$ cat config.mk
export PLATFORM = sky130hd
export DESIGN_NAME = uart_receiver
export DESIGN_NICKNAME = d
export VERILOG_FILES = /design/src/rtl/uart_receiver.sv
export SDC_FILE = /design/constraint.sdc
export NUM_CORES = 1
export LEC_CHECK = 0
export ABC_AREA = 1
export BUFFER_PORTS_ARGS = -buffer_cell sky130_fd_sc_hd__buf_2
export CAP_MARGIN = 20
export CORE_ASPECT_RATIO = 1.4
export CORE_MARGIN = 2
export CORE_UTILIZATION = 45
export CTS_BUF_LIST = sky130_fd_sc_hd__clkbuf_8
export DETAILED_ROUTE_END_ITERATION = 7
export GPL_TIMING_DRIVEN = 0
export PLACE_DENSITY_LB_ADDON = 0.25
export RECOVER_POWER = 25
export SYNTH_ARGS = -nofsm -noshare
export SYNTH_HDL_FRONTEND = slang
export SYNTH_SLANG_ARGS = --single-unit
$ cat constraint.sdc
create_clock -name clk -period 5.26 [get_ports clk]
set_clock_uncertainty 0.1 [all_clocks]
set_input_delay 1.052 -clock clk [delete_from_list [all_inputs] [get_ports clk]]
set_output_delay 1.052 -clock clk [all_outputs]
set_load 0.01 [all_outputs]
$ cat src/rtl/uart_receiver.sv
// 8N1 UART receiver with 2-flop synchronizer and tick-rate majority filter; optional idle detect via UART_RX_IDLE_DETECT_EN.
// Latency: byte strobe one clk after the mid-stop-bit baudtick (~80 ticks after the start edge).
// Backpressure: none; rx_data_ready is a one-clk strobe and rx_data holds until the next good byte.
module uart_receiver #(
    parameter int OVERSAMPLE = 8,
    parameter int DATABITS   = 8,
    parameter int IDLEBITS   = 10
) (
    input  logic                clk,
    input  logic                rst,
    input  logic                baudtick,
    input  logic                rxd,
    output logic [DATABITS-1:0] rx_data,
    output logic                rx_data_ready,
    output logic                rx_framing_error,
    output logic                rx_busy,
    output logic                rx_idle,
    output logic                rx_endofpacket
);

    localparam int TW = $clog2(OVERSAMPLE);
    localparam int BW = $clog2(DATABITS + 1);

    typedef enum logic [1:0] {IDLE, START, DATA, STOP} state_t;

    generate
        if (OVERSAMPLE < 4 || (OVERSAMPLE & (OVERSAMPLE - 1)) != 0 || IDLEBITS < 1 || DATABITS < 1) begin : g_bad_param
            $error("uart_receiver: illegal parameter set");
        end
    endgenerate

    logic                sync1, sync2;
    logic [1:0]          filt_cnt, filt_nxt;
    logic                rx_bit;
    state_t              state, state_nxt;
    logic [TW-1:0]       tickcnt, tick_nxt;
    logic [BW-1:0]       bitcnt, bit_nxt;
    logic [DATABITS-1:0] shift, shift_nxt;
    logic                good, ferr;

    always_ff @(posedge clk or posedge rst) begin
        if (rst) begin
            sync1 <= 1'b1;
            sync2 <= 1'b1;
        end else begin
            sync1 <= rxd;
            sync2 <= sync1;
        end
    end

    always_comb begin
        filt_nxt = filt_cnt;
        if (sync2 && filt_cnt != 2'd3)
            filt_nxt = filt_cnt + 2'd1;
        else if (!sync2 && filt_cnt != 2'd0)
            filt_nxt = filt_cnt - 2'd1;
    end

    // rx_bit only flips at the saturation points, so short glitches are absorbed
    always_ff @(posedge clk or posedge rst) begin
        if (rst) begin
            filt_cnt <= 2'd0;
            rx_bit   <= 1'b1;
        end else if (baudtick) begin
            filt_cnt <= filt_nxt;
            if (filt_nxt == 2'd3)
                rx_bit <= 1'b1;
            else if (filt_nxt == 2'd0)
                rx_bit <= 1'b0;
        end
    end

    always_comb begin
        state_nxt = state;
        tick_nxt  = tickcnt;
        bit_nxt   = bitcnt;
        shift_nxt = shift;
        good      = 1'b0;
        ferr      = 1'b0;
        if (baudtick) begin
            case (state)
                IDLE: begin
                    if (!rx_bit) begin
                        state_nxt = START;
                        tick_nxt  = '0;
                    end
                end
                START: begin
                    if (tickcnt == TW'(OVERSAMPLE / 2 - 1)) begin
                        tick_nxt = '0;
                        bit_nxt  = '0;
                        state_nxt = rx_bit ? IDLE : DATA;
                    end else begin
                        tick_nxt = tickcnt + TW'(1);
                    end
                end
                DATA: begin
                    tick_nxt = tickcnt + TW'(1);
                    if (tickcnt == TW'(OVERSAMPLE - 1)) begin
                        shift_nxt = {rx_bit, shift[DATABITS-1:1]};
                        bit_nxt   = bitcnt + BW'(1);
                        if (bitcnt == BW'(DATABITS - 1))
                            state_nxt = STOP;
                    end
                end
                STOP: begin
                    tick_nxt = tickcnt + TW'(1);
                    // leave at mid stop bit so an immediately following start edge is caught
                    if (tickcnt == TW'(OVERSAMPLE - 1)) begin
                        state_nxt = IDLE;
                        good      = rx_bit;
                        ferr      = !rx_bit;
                    end
                end
                default: state_nxt = IDLE;
            endcase
        end
    end

    always_ff @(posedge clk or posedge rst) begin
        if (rst) begin
            state            <= IDLE;
            tickcnt          <= '0;
            bitcnt           <= '0;
            shift            <= '0;
            rx_data          <= '0;
            rx_data_ready    <= 1'b0;
            rx_framing_error <= 1'b0;
        end else begin
            state            <= state_nxt;
            tickcnt          <= tick_nxt;
            bitcnt           <= bit_nxt;
            shift            <= shift_nxt;
            rx_data_ready    <= good;
            rx_framing_error <= ferr;
            if (good)
                rx_data <= shift;
        end
    end

    assign rx_busy = (state != IDLE);

`ifdef UART_RX_IDLE_DETECT_EN
    localparam int IDLEMAX = IDLEBITS * OVERSAMPLE;
    localparam int IW      = $clog2(IDLEMAX + 1);

    logic [IW-1:0] idlecnt, idle_nxt;
    logic          got_byte;
    logic          idle_rise;

    always_comb begin
        idle_nxt = idlecnt;
        if (baudtick && state == IDLE) begin
            if (!rx_bit)
                idle_nxt = '0;
            else if (idlecnt != IW'(IDLEMAX))
                idle_nxt = idlecnt + IW'(1);
        end
    end

    assign idle_rise = (idle_nxt == IW'(IDLEMAX)) && !rx_idle;

    // end-of-packet only fires if a good byte landed since the last idle period
    always_ff @(posedge clk or posedge rst) begin
        if (rst) begin
            idlecnt        <= '0;
            rx_idle        <= 1'b0;
            rx_endofpacket <= 1'b0;
            got_byte       <= 1'b0;
        end else begin
            idlecnt        <= idle_nxt;
            rx_idle        <= (idle_nxt == IW'(IDLEMAX));
            rx_endofpacket <= idle_rise && got_byte;
            if (idle_rise)
                got_byte <= 1'b0;
            else if (good)
                got_byte <= 1'b1;
        end
    end
`else
    assign rx_idle        = 1'b0;
    assign rx_endofpacket = 1'b0;
`endif

endmodule

### Word-level counts from Yosys, hierarchy flattened

Index checks and enable logic that the tools add are counted.

| word-level totals | value |
|---|---|
| register bits | 32 |
| bits of input ports | 4 |
| output and inout bits | 13 |
| word-level logic and storage cells | 67 |

| operators by class | value |
|---|---|
| add/sub/neg operators | 4 |
| eq/ne operators | 13 |
| multiplexer cells | 23 |
| reductions and logical operators | 16 |

Operator list:

| cell | number |
|---|---|
| 2-to-1 mux 2 bit | 8 |
| inequality test 2 bit, second input constant | 6 |
| one-hot mux 3 bit (3 select lines) | 1 |
| 2-to-1 mux 1 bit | 8 |
| 2-to-1 mux 4 bit | 2 |
| one-hot mux 2 bit (4 select lines) | 1 |
| one-hot mux 4 bit (2 select lines) | 1 |
| nonzero test 2 bit | 4 |
| == test 2 bit, second input constant | 3 |
| 2-to-1 mux 3 bit | 2 |
| AND reduction 6 bit | 1 |
| adder 4 x 1 -> 4 bit, second input constant | 1 |
| == test 4 x 3 -> 1 bit, second input constant | 1 |
| logical NOT 2 bit | 2 |
| AND reduction 2 bit | 2 |
| AND reduction 4 bit | 1 |
| adder 3 x 1 -> 3 bit, second input constant | 1 |
| == test 3 x 2 -> 1 bit, second input constant | 1 |
| == test 3 bit, second input constant | 1 |
| AND reduction 3 bit | 1 |
| adder 2 x 1 -> 2 bit, second input constant | 1 |
| == test 2 x 1 -> 1 bit, second input constant | 1 |
| logical AND 1 bit | 2 |
| logical NOT 1 bit | 2 |
| other kinds (2) | 2 |

### Longest topological paths before layout

| logic depth | value |
|---|---|
| depth in word-level cells | 7 |
| depth in mapped cells | 11 |
| mapped depth without buffers | 11 |

### Worst setup path before layout

No wires, ideal clock.

| path | value |
|---|---|
| kind | register -> output |
| start point | register (tool-made name) |
| end point | output rx_busy |
| arrival | 0.608 ns |
| data required time | 4.108 ns |
| setup slack | 3.500 ns |
| cell stages (with the launch flop) | 3 |
| buffers on the path | 0 |
| cell sequence | dfrtp_1 -> inv_2 -> nand2_2 |

RTL lines:

| element | RTL line | RTL |
|---|---|---|
| to (decl) | 16 | `output logic rx_busy,` |

==> flow_summary.ini <==
[status]
status = finished, final reports clean

[cts]
numCtsBuffers = 5
htreeDepth = 2
cts_max_path_buffers = 2
cts_setup_buffers = 0
cts_resized = 0
cts_hold_buf = 0
clock_latency_ns = 0.28
clk_pin_slew_ns = 0.07
cts-root-buf = clkbuf_8
clock_sinks = 32
cts_tree = done

[floorplan]
coreArea_um2 = 3378
dieArea_um2 = 4020
start_util_pct = 46.93
io_pins = 17
rows = 25
die_height_um = 74.23
die_x_um = 54.16

[worst_hold_path]
whs_path_depth = 0
worstHoldPathType = reg -> reg

[cells_and_area]
fillers = 302
fin_nets = 211
areaGrowthSynthToFinish_pct = 15.08
multi_input_area_um2 = 656.9
drive_above_1_share_pct = 24.24
antenna_cells = 0
seqCellArea_um2 = 804.5

[worst_setup_path]
cpPeakStageDelay_ns = 1.01
cp.depth = 3
worst_path_dominant_cell_family = buffers and inverters
crit_chain = buf_2 -> inv_1 -> clkbuf_1
critPathArrivalTime_ns = 2.38
worst_path_max_delay_cell = clkbuf_1
ff2ff_path_depth = 11
startpoint_type = primary input
crit_path_end_kind = asynchronous set/reset pin
required_ns = 5.34
critical_path_class = in -> async
cp_max_fo = 25
crit_buf_inv = 3

[sta]
finalSetupViolCount = 0
worst_slew_pin_slew_ns = 1.321
fin_crit_sh_pct = 43.75
slew_violations = 0
hold_violations = 0
rsz0062_at_grt = no
min_period_ns = 2.302
max_slew_margin_pct = 11.91
fmax_mhz = 434.5
setup_tns_ns = 0

[logic_synthesis]
synthArstFlopShare_pct = 100.0
yosysMostFrequentCell = nand2_1
synth_top_area_share_pct = 45.78
yosys_warnings = 0
ys_types = 27
synth_cells = 174
yosys_register_bits = 32
synth_top_area_cell = dfrtp_1
yosys-top-cells-area = dfrtp_1 46%, nand2_1 9.2%, ha_1 7.9%, inv_1 5.2%, dfstp_2 5.0%
netlist_area_um2 = 1585
synth_enable_flop_cells = 0
synthFlopType = dfrtp_1
netlist_top_cells_count = 39 x nand2_1, 29 x dfrtp_1, 22 x inv_1, 11 x nor2_1
syn_avg_cell_area_um2 = 9.111
ys_seq_area_share_pct = 50.75

[detailed_routing]
wl_met2_um = 1631
viasPerCell = 4.954
first_pass_iters = 3
drt-initial-drc-count = 24
top_layer_used = met4
wl_um = 2956
drc = 0
wl_met1_um = 1171
vias = 1179
routed-wl-met3_um = 82
wire_per_inst_um = 12.42
drt.antenna.violating_nets = 0

[grt]
grt_pass1_vias = 1144
antenna_found_initial = 0
grt_overflow = 0
gr-usage-all-layers_pct = 18.39
grt_first_pass_wirelength_um = 5161
grt_max_degree = 26

[power_and_ir_drop]
switching_share_pct = 31.68
pwr_density_cell_nw_per_um2 = 410.2
seqPwrFrac_pct = 44.3
total_power_mw = 0.7483
p_comb_share_pct = 24.5
clkPwrFrac_pct = 31.2
p_int_mw = 0.5112
power.net_switching_mw = 0.2371
p_leak_nw = 0.9394
ir_worst_vdd_uv = 322.8

[job]
max_cap_viol_count = 0

[placement]
place_congestion = 0.8493
hpwlAfterDp_um = 2225
io_buffer_count = 14
## per-stage QoR
stage | cells | setup WS (ns) | hold WS (ns) | util [%] | cell area [um2]
final | 238 | 2.958 | 0.2565 | 54.00 | 1824
after detailed placement | 230 | 3.180 | 0.2491 | 51.41 | 1737
after global routing | 238 | 2.538 | 0.2598 | 54.00 | 1824
after CTS | 238 | 3.000 | 0.2588 | 54.70 | 1848
after global placement | 229 | 3.018 | 0.2479 | 50.59 | 1709
after floorplan | 175 | 3.422 | 0.2452 | - | 1589
## state kept, by name, indices dropped and copies added (netlist names), named ones only
name / cells
rx_data: 8
bitcnt: 4
sync2: 1
shift: 8
state: 1
tickcnt: 3
filt_cnt: 2
rx_framing_error: 1
rx_bit: 1
sync1: 1
rx_data_ready: 1
## cell families after synthesis
logic type,after synthesis,share of synthesized area [%]
and+or+nand+nor,72,22.02
adders and majority gates,10,7.893
AOI/OAI and AO/OA,28,9.945
other,1,0.2366
DFF,32,50.75
buffers and inverters,29,8.050
xor gates and xnor gates,2,1.105
## power by group through the flow
stage	Sequential (mW)	Clock [mW]	Combinational, mW
2_1_floorplan	0.327	0	0.147
3_3_place_gp	0.333	0	0.169
3_5_place_dp	0.336	0	0.188
4_1_cts	0.332	0.240	0.189
5_1_grt	0.339	0.248	0.213
6_report	0.332	0.233	0.183
## layer usage
layer  vias up  global-route usage, %
met5         -                      0
met4         0                  11.11
met1       563                  22.13
li1        594                      -
met2        15                  28.92
met3         7                  4.819
## cell usage in the layout (no fill, tap or decap)
cell,n
a31o_2,1
o21bai_1,1
nand3_1,7
o21ai_0,10
a21oi_2,1
ha_1,10
dfrtp_1,29
nand3_4,1
conb_1,2
o21ai_2,2
nor3b_1,1
dfstp_2,3
clkbuf_1,1
xor2_1,2
bufinv_16,1
clkinvlp_4,1
o21ai_1,7
nor3_1,1
inv_2,3
nand3_2,3
nand4_1,1
buf_4,3
buf_2,14
buf_6,1
nand2_2,4
clkinv_2,1
nor2_1,11
nor2_4,2
or2_2,2
nand2_1,39
clkbuf_8,5
a21oi_1,6
inv_1,22
## worst paths after layout
check,startpoint,endpoint,slack (ns)
worst max register to register,filt_cnt[0],rx_bit,3.44
max in group clk,flip-flop,rx_busy,3.00
worst min register to register,sync1,sync2,0.26
min in group asynchronous,rst,filt_cnt[1],0.59
worst max-delay path,rst,bitcnt[2],2.96
worst min-delay path,sync1,sync2,0.26
## area by class of cell
type / count / area share, %
multi-input combinational: 114 / 36.01
inverter: 25 / 5.144
clock inverter: 3 / 2.332
buffer: 4 / 1.852
tap: 40 / 2.743
timing repair buffer: 15 / 4.047
clock buffer: 5 / 3.772
sequential: 32 / 44.10
No activity file was read; power rests on OpenSTA's default activity.
